===== config.mk =====
export PLATFORM = sky130hd
export DESIGN_NAME = uart_tx_arbiter_flat
export DESIGN_NICKNAME = d
export VERILOG_FILES = /design/src/rtl/uart_tx_arbiter_if.sv /design/src/rtl/uart_tx_arbiter.sv /design/src/flat_wrapper.sv
export SDC_FILE = /design/constraint.sdc
export NUM_CORES = 1
export LEC_CHECK = 0
export ABC_AREA = 0
export CAP_MARGIN = 10
export CORE_MARGIN = 2
export CORE_UTILIZATION = 45
export CTS_CLUSTER_DIAMETER = 120
export DETAILED_ROUTE_END_ITERATION = 10
export PLACE_DENSITY_LB_ADDON = 0.15
export SLEW_MARGIN = 25
export SYNTH_ARGS = -nofsm -noshare
export SYNTH_HDL_FRONTEND = slang
export SYNTH_SLANG_ARGS = --single-unit

===== constraint.sdc =====
create_clock -name clk -period 3.9 [get_ports clk]
set_input_delay 1.17 -clock clk [delete_from_list [all_inputs] [get_ports clk]]
set_output_delay 1.17 -clock clk [all_outputs]
set_load 0.005 [all_outputs]

===== src/rtl/uart_tx_arbiter_if.sv =====
// Source handshakes and transmitter-side signals shared by uart_tx_arbiter and its environment.
// The master modport is the arbiter; the slave modport is the producers plus transmitter.
interface uart_tx_arbiter_if #(
   parameter int NUM_REQ = 4
);
   localparam int IDW = (NUM_REQ > 1) ? $clog2(NUM_REQ) : 1;

   logic [NUM_REQ-1:0]   req_valid;
   logic [8*NUM_REQ-1:0] req_data;
   logic [NUM_REQ-1:0]   req_ack;
   logic [7:0]           tx_data_o;
   logic                 tx_start_n;
   logic                 tx_busy_i;
   logic [IDW-1:0]       grant_id;
   logic                 grant_active;
   logic                 err_timeout;

   modport master (
      input  req_valid, req_data, tx_busy_i,
      output req_ack, tx_data_o, tx_start_n, grant_id, grant_active, err_timeout
   );

   modport slave (
      output req_valid, req_data, tx_busy_i,
      input  req_ack, tx_data_o, tx_start_n, grant_id, grant_active, err_timeout
   );
endinterface


===== src/rtl/uart_tx_arbiter.sv =====
// Round-robin arbiter sharing one UART byte transmitter among NUM_REQ byte sources.
// One byte per frame: capture, one-cycle start strobe, then follow tx_busy_i to frame end.
module uart_tx_arbiter #(
   parameter int NUM_REQ      = 4,
   parameter int BUSY_TIMEOUT = 4
) (
   input  logic              clk,
   input  logic              rstn,
   uart_tx_arbiter_if.master bus
);
   localparam int IDW = (NUM_REQ > 1) ? $clog2(NUM_REQ) : 1;
   localparam int TW  = $clog2(BUSY_TIMEOUT + 1);
   localparam logic [IDW-1:0] LAST_ID    = IDW'(NUM_REQ - 1);
   localparam logic [TW-1:0]  TIMER_LAST = TW'((BUSY_TIMEOUT > 1) ? BUSY_TIMEOUT - 2 : 0);

   typedef enum logic [1:0] {IDLE, LAUNCH, WAIT_BUSY, WAIT_DONE} state_t;

   state_t             state, state_nxt;
   logic [IDW-1:0]     rr_ptr, rr_ptr_nxt;
   logic [TW-1:0]      timer, timer_nxt;
   logic [NUM_REQ-1:0] ack_q, ack_nxt;
   logic [7:0]         data_q, data_nxt;
   logic               start_n_q, start_n_nxt;
   logic [IDW-1:0]     grant_id_q, grant_id_nxt;
   logic               active_q, active_nxt;
   logic               err_q, err_nxt;

   logic               found;
   logic [IDW-1:0]     winner;
   logic [IDW-1:0]     scan;
   logic [7:0]         win_data;

   // Scan from rr_ptr upward with wrap; the first pending source wins.
   always_comb begin
      found    = 1'b0;
      winner   = '0;
      win_data = '0;
      scan     = rr_ptr;
      for (int i = 0; i < NUM_REQ; i++) begin
         if (!found && bus.req_valid[scan]) begin
            found  = 1'b1;
            winner = scan;
         end
         scan = (scan == LAST_ID) ? '0 : scan + IDW'(1);
      end
      for (int i = 0; i < NUM_REQ; i++) begin
         if (IDW'(i) == winner) win_data = bus.req_data[8*i +: 8];
      end
   end

   always_ff @(posedge clk or negedge rstn) begin
      if (!rstn) begin
         state      <= IDLE;
         rr_ptr     <= '0;
         timer      <= '0;
         ack_q      <= '0;
         data_q     <= '0;
         start_n_q  <= 1'b1;
         grant_id_q <= '0;
         active_q   <= 1'b0;
         err_q      <= 1'b0;
      end else begin
         state      <= state_nxt;
         rr_ptr     <= rr_ptr_nxt;
         timer      <= timer_nxt;
         ack_q      <= ack_nxt;
         data_q     <= data_nxt;
         start_n_q  <= start_n_nxt;
         grant_id_q <= grant_id_nxt;
         active_q   <= active_nxt;
         err_q      <= err_nxt;
      end
   end

   // A busy transmitter in IDLE belongs to someone else, so no grant is made.
   always_comb begin
      state_nxt = state;
      case (state)
         IDLE:      if (!bus.tx_busy_i && found) state_nxt = LAUNCH;
         LAUNCH:    state_nxt = WAIT_BUSY;
         WAIT_BUSY: begin
            if (bus.tx_busy_i)          state_nxt = WAIT_DONE;
            else if (timer >= TIMER_LAST) state_nxt = IDLE;
         end
         WAIT_DONE: if (!bus.tx_busy_i) state_nxt = IDLE;
         default:   state_nxt = IDLE;
      endcase
   end

   // Timeout fires on the edge where the incremented timer would reach BUSY_TIMEOUT-1.
   always_comb begin
      ack_nxt      = '0;
      start_n_nxt  = 1'b1;
      err_nxt      = 1'b0;
      data_nxt     = data_q;
      grant_id_nxt = grant_id_q;
      active_nxt   = active_q;
      rr_ptr_nxt   = rr_ptr;
      timer_nxt    = timer;
      case (state)
         IDLE: begin
            if (!bus.tx_busy_i && found) begin
               ack_nxt      = NUM_REQ'(1) << winner;
               start_n_nxt  = 1'b0;
               data_nxt     = win_data;
               grant_id_nxt = winner;
               active_nxt   = 1'b1;
               rr_ptr_nxt   = (winner == LAST_ID) ? '0 : winner + IDW'(1);
            end
         end
         LAUNCH:    timer_nxt = '0;
         WAIT_BUSY: begin
            if (!bus.tx_busy_i) begin
               if (timer >= TIMER_LAST) begin
                  err_nxt    = 1'b1;
                  active_nxt = 1'b0;
               end else begin
                  timer_nxt = timer + TW'(1);
               end
            end
         end
         WAIT_DONE: if (!bus.tx_busy_i) active_nxt = 1'b0;
         default:   ;
      endcase
   end

   assign bus.req_ack      = ack_q;
   assign bus.tx_data_o    = data_q;
   assign bus.tx_start_n   = start_n_q;
   assign bus.grant_id     = grant_id_q;
   assign bus.grant_active = active_q;
   assign bus.err_timeout  = err_q;
endmodule


===== src/flat_wrapper.sv =====
// flat-port wrapper written by rule: the top's interface ports become plain ports
module uart_tx_arbiter_flat 
#(
   parameter int NUM_REQ      = 4,
   parameter int BUSY_TIMEOUT = 4
)
  (clk, rstn, bus_req_valid, bus_req_data, bus_tx_busy_i, bus_req_ack, bus_tx_data_o, bus_tx_start_n, bus_grant_id, bus_grant_active, bus_err_timeout);
  uart_tx_arbiter_if #(.NUM_REQ(NUM_REQ)) bus_i ();
  input  logic clk;
  input  logic rstn;
  input wire logic [$bits(bus_i.req_valid)-1:0] bus_req_valid;
  input wire logic [$bits(bus_i.req_data)-1:0] bus_req_data;
  input wire logic [$bits(bus_i.tx_busy_i)-1:0] bus_tx_busy_i;
  output wire logic [$bits(bus_i.req_ack)-1:0] bus_req_ack;
  output wire logic [$bits(bus_i.tx_data_o)-1:0] bus_tx_data_o;
  output wire logic [$bits(bus_i.tx_start_n)-1:0] bus_tx_start_n;
  output wire logic [$bits(bus_i.grant_id)-1:0] bus_grant_id;
  output wire logic [$bits(bus_i.grant_active)-1:0] bus_grant_active;
  output wire logic [$bits(bus_i.err_timeout)-1:0] bus_err_timeout;
  assign bus_i.req_valid = bus_req_valid;
  assign bus_i.req_data = bus_req_data;
  assign bus_i.tx_busy_i = bus_tx_busy_i;
  assign bus_req_ack = bus_i.req_ack;
  assign bus_tx_data_o = bus_i.tx_data_o;
  assign bus_tx_start_n = bus_i.tx_start_n;
  assign bus_grant_id = bus_i.grant_id;
  assign bus_grant_active = bus_i.grant_active;
  assign bus_err_timeout = bus_i.err_timeout;
  uart_tx_arbiter #(.NUM_REQ(NUM_REQ), .BUSY_TIMEOUT(BUSY_TIMEOUT)) u_core (.clk(clk), .rstn(rstn), .bus(bus_i));
endmodule

==> reports/metrics.cfg <==
[status]
status = complete, no violations

[global_routing]
antenna_found_initial = 0
grt_pass1_vias = 1509
grt_pass1_wl_um = 6920
grt_use_total = 0.209
grt_max_degree = 25
overflow = 0

[worst_setup_path]
cp.required_ps = 4120
slowest_delay_ps = 450
endpoint_kind = flop
critical_path.top_delay_family = simple AND/OR/NAND/NOR gates
path_class = input port to flop
crit_slowest_cell = clkdlybuf4s50_1
start_kind = input port
r2r_setup_slack_ps = 570
critPathBufInv = 2
worst-path-max-fanout = 9
worstPathArrival_ps = 3980
path_cells = clkdlybuf4s50_1 -> or3_1 -> o221a_2 -> or3b_1 -> and3_1 -> ha_1 -> buf_4 -> a221oi_1 -> o31ai_1 -> mux2_2

[finish]
nNetsFinal = 277
diodes = 0
fin_area_mm2 = 0.00238
drive_above_1_share = 0.195
area_growth_pct = 45.1
fill_cells = 277
utilization = 0.696

[clocking]
cts_tree = done
cts.reportedPaths.clkPinSlew_ps = 130
numCtsBuffers = 3
cts_max_level = 1
cts.path.max_buffers = 2
clk_latency_ps = 310
cts.sinks = 24
cts_root_buf = clkbuf_4
cts_setup_buffers = 0

[power_and_ir_drop]
p_leak_nw = 1.03
intPower_mw = 1.29
p_sw_frac = 0.399
power_density_mw_per_mm2 = 903
power.share.clock = 0.084
pwr-share-seq = 0.211
p_comb_frac = 0.706
irDropWorstVdd_mv = 0.733
p_switching_uw = 857

[detailed_routing]
num_vias = 1533
viasPerCell = 5.53
drc = 0
antenna_left = 0
initialDrtViolationCount = 78
wl_per_cell_um = 14.6
firstDrtPassIters = 5
routed_wirelength_um = 4040

[timing]
min_period_ps = 3770
fin_crit_sh = 0.966
final_hold_viol_count = 0
relSlewSlack = 0.724
rsz0062_at_grt = no
fin_worst_skew_ps = 1.37
fmax_mhz = 265
worst_pin_slew_ps = 412
setup_violations = 0
slew_viol_final = 0

[placement]
portBuffers = 55
postPlaceCellArea_mm2 = 0.00231
dpl.hpwl_um = 3160
gp_congestion = 0.849

[yosys]
synth_area_mm2 = 0.00164
synth_top_cell_area_share = 0.351
avgSynthCellArea_um2 = 9.69
yosys.area.top_type = dfrtp_1
synth-main-ff-cell = dfrtp_1
synth_cell_types = 47
synth_edf_count = 0
async_flop_share = 1.00
yosysMostFrequentCell = dfrtp_1
yosysSeqAreaShare = 0.367
synthCells = 169
synth_seq_cells = 24
syn-num-nets = 214
synthTopCellsByArea = dfrtp_1 (35%), mux2_2 (6.9%), a221oi_1 (5.9%), ha_1 (4.6%), nor2b_1 (4.6%)
yosys_warnings = 0
synth_common_cells = dfrtp_1 (23), nor2b_1 (12), a221oi_1 (11)

[floorplan]
dieArea_mm2 = 0.00414
ios = 56
core_area_mm2 = 0.00342
fp.dieW_um = 64.3
fp-row-count = 21
dieHeight_um = 64.3
initial_core_util = 0.479

[job]
maxCapViolations = 0

[min_path]
hold_path_class = flop to flop

kinds of logic (layout without fill, tap and decap cells):
| kind of cell | count (synthesis) | count (layout) | synth area share |
|---|---|---|---|
| flip-flops | 24 | 24 | 0.367 |
| multiplexers | 15 | 15 | 0.105 |
| buffers and inverters | 25 | 87 | 0.0649 |
| adder cells (fa/ha/maj) | 6 | 6 | 0.0458 |
| AND/OR/NAND/NOR | 54 | 54 | 0.195 |
| AO/OA/AOI/OAI | 45 | 45 | 0.222 |
worst reg2reg max path, delay by kind of cell, from the launching register on:
kind / cells / cell delay (ps)
multiplexers: 1 / 270
flip-flops: 1 / 500
adder cells (fa/ha/maj): 2 / 620
buffers and inverters: 1 / 190
AO/OA/AOI/OAI: 3 / 680
AND/OR/NAND/NOR: 3 / 990
cell type report:
class,instances,area (um^2),area share
clock inverter,1,30.0,0.0126
tap,46,57.6,0.0242
timing repair buffer,73,691,0.291
inverter,10,37.5,0.0158
clock buffer,3,22.5,0.00947
multi-input combinational,120,937,0.394
sequential,24,602,0.253
repair_timing:
item | CTS | global route
gates cloned | 0 | 0
resized for setup | 1 | 3
hold buffers | 0 | 0
pin swaps | 0 | 0
endpoints found under the setup margin | 8 | 7
per-layer routing:
metal / vias to the layer above / share of wire / global-route usage
li1: 749 / - / -
met1: 731 / 0.42 / 0.277
met2: 51 / 0.51 / 0.363
met3: 2 / 0.060 / 0.0475
met4: 0 / 0.0022 / 0.0133
met5: - / 0 / 0
metrics by stage:
stage | power [mW] | hold slack (ps) | TNS, ps | worst slack, ps | instances
2_1_floorplan | 1.40 | 474 | 0 | 154 | 169
3_3_place_gp | 1.88 | 463 | -2150 | -306 | 273
3_5_place_dp | 1.95 | 474 | -3140 | -435 | 273
4_1_cts | 2.14 | 506 | 0 | 97.7 | 277
5_1_grt | 2.35 | 534 | 0 | 2.92 | 277
6_report | 2.15 | 506 | 0 | 132 | 277
state kept, by name (all words and copies together), names as in the netlist:
name and flops:
u_core.bus.grant_active 1, u_core.bus.err_timeout 1, u_core.bus.req_ack 4, u_core.timer 3
u_core.bus.tx_start_n 1, u_core.state 2, u_core.bus.tx_data_o 8, u_core.rr_ptr 2
u_core.bus.grant_id 2
cell usage in the layout (no fill, tap or decap), drive strengths merged, types with 2 or more instances in the layout:
cell / count
o211ai: 2
o221ai: 2
buf: 18
a21o: 2
and2: 5
dlymetal6s2s: 2
mux2: 12
o21ai: 7
a221oi: 11
nor3: 3
o31ai: 8
mux2i: 3
ha: 6
clkbuf: 3
nor3b: 4
nand2: 10
nor2b: 12
o21a: 2
dfrtp: 23
or3: 2
a21oi: 2
inv: 10
or3b: 2
or2: 4
clkdlybuf4s50: 53
nor2: 5
path summary, 6_finish.rpt:
check / from / to / cells past startpoint
hold reg to reg: u_core.bus.grant_active / u_core.bus.grant_active / 1
max in group asynchronous: rstn / u_core.bus.tx_start_n / 2
setup reg to reg: u_core.rr_ptr[1] / u_core.bus.tx_data_o[3] / 10
hold / removal: u_core.bus.grant_active / u_core.bus.grant_active / 1
min in group asynchronous: rstn / u_core.timer[1] / 2
setup / recovery: bus_req_valid[3] / u_core.bus.tx_data_o[3] / 10
power by group through the flow:
stage | clock network (mW) | registers, mW | logic [mW]
global placement | 0 | 0.449 | 1.44
detailed placement | 0 | 0.457 | 1.49
global route | 0.192 | 0.470 | 1.68
CTS | 0.184 | 0.453 | 1.50
finish | 0.180 | 0.452 | 1.52
floorplan | 0 | 0.431 | 0.967
No activity file was read; power rests on OpenSTA's default activity.
